--- src/rtl/regfile_nway_pkg.sv ---
// Shared definitions for the general register bank.
//   rf_state_t   : clear sequencer state encoding (ST_IDLE / ST_CLEAR)
//   RF_WIDTH     : default register width used across the CPU
//   RF_ADDR_BITS : default register address width used across the CPU
package regfile_nway_pkg;

  typedef enum logic {
    ST_IDLE  = 1'b0,
    ST_CLEAR = 1'b1
  } rf_state_t;

  localparam int RF_WIDTH     = 16;
  localparam int RF_ADDR_BITS = 3;

endpackage

--- src/rtl/regfile_nway_mux_nway.sv ---
// N-way read selector: returns one WIDTH-bit word out of 2**ADDR_BITS words.
// Ports:
//   din  in  [DEPTH][WIDTH]  all candidate words, index 0 in the low slot
//   sel  in  ADDR_BITS       word select
//   dout out WIDTH           selected word, combinational
module mux_nway
  import regfile_nway_pkg::*;
#(
  parameter int WIDTH     = RF_WIDTH,
  parameter int ADDR_BITS = RF_ADDR_BITS
) (
  input  logic [(1<<ADDR_BITS)-1:0][WIDTH-1:0] din,
  input  logic [ADDR_BITS-1:0]                 sel,
  output logic [WIDTH-1:0]                     dout
);

  assign dout = din[sel];

endmodule

--- src/rtl/regfile_nway.sv ---
// General register bank: one write port, two combinational read ports,
// optional write-to-read forwarding and a one-entry-per-cycle clear sequencer.
// Ports:
//   clk, reset        clock, synchronous active-high reset
//   we/waddr/wdata    write port (ignored while the clear runs)
//   raddr_a/rdata_a   read port A, combinational
//   raddr_b/rdata_b   read port B, combinational
//   clr_req           start a full clear (taken only when idle)
//   busy              clear in progress
//   clr_done          one-cycle pulse in the first idle cycle after a clear
module regfile_nway
  import regfile_nway_pkg::*;
#(
  parameter int WIDTH     = RF_WIDTH,
  parameter int ADDR_BITS = RF_ADDR_BITS,
  parameter bit BYPASS    = 1'b1
) (
  input  logic                 clk,
  input  logic                 reset,
  input  logic                 we,
  input  logic [ADDR_BITS-1:0] waddr,
  input  logic [WIDTH-1:0]     wdata,
  input  logic [ADDR_BITS-1:0] raddr_a,
  output logic [WIDTH-1:0]     rdata_a,
  input  logic [ADDR_BITS-1:0] raddr_b,
  output logic [WIDTH-1:0]     rdata_b,
  input  logic                 clr_req,
  output logic                 busy,
  output logic                 clr_done
);

  localparam int DEPTH = 1 << ADDR_BITS;
  localparam logic [ADDR_BITS-1:0] PTR_LAST = ADDR_BITS'(DEPTH - 1);

  logic [DEPTH-1:0][WIDTH-1:0] mem;
  rf_state_t                   state, state_nxt;
  logic [ADDR_BITS-1:0]        ptr, ptr_nxt;
  logic                        done_nxt;
  logic                        wr_en;
  logic                        clr_en;
  logic [WIDTH-1:0]            mux_a, mux_b;

  // Control: state, pointer and done pulse
  always_ff @(posedge clk) begin
    if (reset) begin
      state    <= ST_IDLE;
      ptr      <= '0;
      clr_done <= 1'b0;
    end else begin
      state    <= state_nxt;
      ptr      <= ptr_nxt;
      clr_done <= done_nxt;
    end
  end

  always_comb begin
    state_nxt = state;
    ptr_nxt   = ptr;
    done_nxt  = 1'b0;
    wr_en     = 1'b0;
    clr_en    = 1'b0;
    case (state)
      ST_IDLE: begin
        // A write accompanying clr_req still lands; the clear wipes it later.
        wr_en = we;
        if (clr_req) begin
          state_nxt = ST_CLEAR;
          ptr_nxt   = '0;
        end
      end
      ST_CLEAR: begin
        clr_en  = 1'b1;
        ptr_nxt = ptr + 1'b1;
        if (ptr == PTR_LAST) begin
          state_nxt = ST_IDLE;
          done_nxt  = 1'b1;
        end
      end
      default: begin
        state_nxt = ST_IDLE;
      end
    endcase
  end

  assign busy = (state == ST_CLEAR);

  // Storage: wr_en and clr_en are never both set
  always_ff @(posedge clk) begin
    if (reset) begin
      mem <= '0;
    end else begin
      if (wr_en)  mem[waddr] <= wdata;
      if (clr_en) mem[ptr]   <= '0;
    end
  end

  // Read selection
  mux_nway #(.WIDTH(WIDTH), .ADDR_BITS(ADDR_BITS)) u_mux_a (
    .din  (mem),
    .sel  (raddr_a),
    .dout (mux_a)
  );

  mux_nway #(.WIDTH(WIDTH), .ADDR_BITS(ADDR_BITS)) u_mux_b (
    .din  (mem),
    .sel  (raddr_b),
    .dout (mux_b)
  );

  // Forwarding keys off wr_en so a write dropped during a clear is never seen.
  generate
    if (BYPASS) begin : g_bypass
      assign rdata_a = (wr_en && (waddr == raddr_a)) ? wdata : mux_a;
      assign rdata_b = (wr_en && (waddr == raddr_b)) ? wdata : mux_b;
    end else begin : g_no_bypass
      assign rdata_a = mux_a;
      assign rdata_b = mux_b;
    end
  endgenerate

endmodule

--- config.mk ---
export PLATFORM = sky130hd
export DESIGN_NAME = regfile_nway
export DESIGN_NICKNAME = d
export VERILOG_FILES = /design/src/rtl/regfile_nway_pkg.sv /design/src/rtl/regfile_nway_mux_nway.sv /design/src/rtl/regfile_nway.sv
export SDC_FILE = /design/constraint.sdc
export NUM_CORES = 1
export LEC_CHECK = 0
export ABC_AREA = 1
export CAP_MARGIN = 10
export CORE_MARGIN = 5
export CORE_UTILIZATION = 55
export DETAILED_ROUTE_END_ITERATION = 7
export GPL_TIMING_DRIVEN = 0
export PLACE_DENSITY = 0.75
export SLEW_MARGIN = 20
export SYNTH_ARGS = -nofsm -noshare
export SYNTH_HDL_FRONTEND = slang
export SYNTH_HIERARCHICAL = 1
export SYNTH_SLANG_ARGS = --single-unit
export TNS_END_PERCENT = 1
--- constraint.sdc ---
create_clock -name clk -period 1.8 [get_ports clk]
set_clock_uncertainty 0.15 [all_clocks]
set_input_delay 0.27 -clock clk [delete_from_list [all_inputs] [get_ports clk]]
set_output_delay 0.27 -clock clk [all_outputs]
set_load 0.005 [all_outputs]
==> flow_summary_export.csv <==
group,metric,value,unit
clocking,cts_tree,"done",
hold_path,hold_depth,5,
timing,period_needed,2240,ps
place,post-dp-hpwl,24.2,mm
hold_path,hold_end,"mem[0]",
drt,post_drt_wl_per_cell,16.7,um
power_and_ir_drop,power_density,772,nW/um2
clocking,clock_path_buffers,2,
drt,wl,34.9,mm
global_route,grt_pass1_vias,9971,
logic_synthesis,synthArstFlopShare,0,
layout,fin_area,11500,um2
logic_synthesis,yosysMostFrequentCell,"nand2_1",
drt,vias_per_cell,5.28,
setup_path,r2r_slack,10,ps
logic_synthesis,postSynthAreaPerCell,5.39,um2
logic_synthesis,synthFlopType,"dfxtp_1",
clocking,cts_sinks,133,
global_route,grt_pass1_wl,53.6,mm
place,gp_congestion,0.972,
logic_synthesis,synth_top_area_cell,"dfxtp_1",
outcome,status,"finished with violations",
setup_path,cp-start-kind,"flop",
place,port_buffers,62,
layout,drive_above_1_share,0.139,
timing,relSlewSlack,0.629,
logic_synthesis,synth_commonest_cells,"nand2_1 (700), inv_1 (290), nor2_1 (263), nand3_1 (224), dfxtp_1 (133)",
drt,drtAntennaViolNets,0,
layout,final_nets,1887,
timing,setup_violations,32,
hold_path,hold_start,"waddr[1]",
clocking,cts-root-buf,"clkbuf_16",
run,drv_cap,0,
layout,diodes,0,
global_route,track_usage,0.347,
floorplanning,die_h,140,um
setup_path,path_class,"reg -> out",
setup_path,required,1380,ps
floorplanning,die_area,19700,um2
setup_path,r2r_cells,8,
floorplanning,std_cell_rows,47,
layout,syn_to_final_growth,23.1,%
clocking,insertion_delay,420,ps
timing,finalHoldViolCount,0,
logic_synthesis,ys_ff_latch,133,
drt,dr.pass1.iters,6,
setup_path,reg2reg_from,"busy",
timing,finalCritPeriodShare,1.24,
power_and_ir_drop,ir_drop,0.697,mV
logic_synthesis,post-synth-top-area-fraction,0.284,
timing,final_max_slew_viol_count,0,
drt,first_iter_violations,1325,
timing,whs,330,ps
timing,fmax,0.447,GHz
floorplanning,top_level_ports,63,
logic_synthesis,yosys_warnings,6,
setup_path,endpoint_kind,"output pin",
drt,dr_total_vias,11000,
logic_synthesis,syn-cell-area,9360,um2
drt,drc,0,
logic_synthesis,yosysSeqAreaShare,0.284,
logic_synthesis,synthCells,1738,
timing,rsz0062_at_grt,"true",
power_and_ir_drop,p_leak,5.79,nW
logic_synthesis,synth.area.top_cells,"dfxtp_1 (28%), nand2_1 (28%), nand3_1 (12%)",
global_route,grt_max_degree,17,
floorplanning,chipWidth,140,um
global_route,gr-total-overflow,0,
logic_synthesis,synth_edf_count,0,
setup_path,arrival,1820,ps
outcome,violations,"setup timing",
timing,worstMarginPinSlew,556,ps
clocking,cts_inserted_buffers,17,
hold_path,hold_class,"in -> reg",
floorplanning,initial_utilization,0.563,
logic_synthesis,synth_nets,1769,
setup_path,critPathMaxFanout,4,
setup_path,r2r_end,"mem[109]",
clocking,cts_max_level,4,
logic_synthesis,synthDistinctLibCells,18,
timing,final.setup.worst_slack,-436,ps
clocking,clkTransAtPathRegs,60,ps
global_route,antenna_found_initial,0,
floorplanning,coreArea,16600,um2
place,post_dp_cell_area,10300,um2
layout make-up:
cell class,count,area (um2)
buffer,86,654
clock buffer,25,495
fill,1550,5120
inverter,297,1130
sequential,133,2670
clock inverter,7,166
multi-input combinational,1221,5240
tap,220,275
timing repair buffer,100,895
power by group:
part	total (mW)	internal [mW]	switching (mW)
clock	3.97	2.61	1.35
sequential	3.10	3.03	0.0720
combinational	1.83	0.665	1.16
total	8.89	6.31	2.59
cell usage in the layout (no fill, tap or decap), drive strengths merged:
master         count
clkinv             1
clkdlybuf4s15      7
buf              136
clkinvlp           3
clkbuf            40
nand3            225
nor2             279
inv              295
nand2            703
dfxtp            133
nor3b              1
bufinv             5
clkdlybuf4s50     21
ha                 2
dlygate4sd2        7
a21oi             11
critical path: stages, from the launching register on:
cell,delay (ps)
dfxtp_4,370
nor2_4,120
nand2_2,70
nor2_4,190
buf_12,140
buf_8,110
buf_6,110
nand3_2,60
nand2_2,90
buf_2,120
per-layer routing:
layer  up-vias  part of all wire  GRT usage
met1      4877              0.40      0.455
met2       674              0.43      0.534
met3       147              0.11     0.0750
met4         0             0.057      0.183
met5         -                 0          0
li1       5336                 -          -
worst max path at each step:
stage	from	to	slack, ps
2_1_floorplan	busy	rdata_b[10]	210
3_3_place_gp	waddr[0]	rdata_b[14]	-980
3_5_place_dp	waddr[1]	rdata_b[14]	-1000
4_1_cts	busy	rdata_a[14]	-430
5_1_grt	busy	rdata_a[14]	-500
6_report	busy	rdata_a[14]	-440
logic make-up (layout without fill, tap and decap cells):
logic type / after synthesis / in the layout / synth area share
AND/OR/NAND/NOR: 1208 / 1208 / 0.526
flip-flops: 133 / 133 / 0.284
adder cells (fa/ha/maj): 2 / 2 / 0.00267
AO/OA/AOI/OAI: 11 / 11 / 0.00909
buffers and inverters: 384 / 515 / 0.178
registers in the layout, summed over array words and instances (netlist names):
signal    flops
mem         128
ptr           3
clr_done      1
busy          1
per-stage QoR:
step | utilization | total power, mW | worst slack [ps] | instances | TNS (ps)
final | 0.693 | 8.89 | -436 | 2089 | -11460
after floorplan | - | 4.15 | 215 | 1738 | 0
after global placement | 0.616 | 4.77 | -983 | 2020 | -68080
after global routing | 0.693 | 9.22 | -505 | 2089 | -14190
after CTS | 0.687 | 8.81 | -433 | 2087 | -11720
after detailed placement | 0.616 | 4.79 | -1000 | 2020 | -71740
repair_timing:
action / 4_1_cts / 5_1_grt
buffers inserted: 29 / 3
setup endpoints to repair: 76 / 107
hold buffers: 0 / 0
cloned: 6 / 0
endpoints found under the hold margin: 0 / 0
pin swaps: 19 / 11
gates resized for setup: 190 / 61
Note: power is estimated with default switching activity, not from simulation.
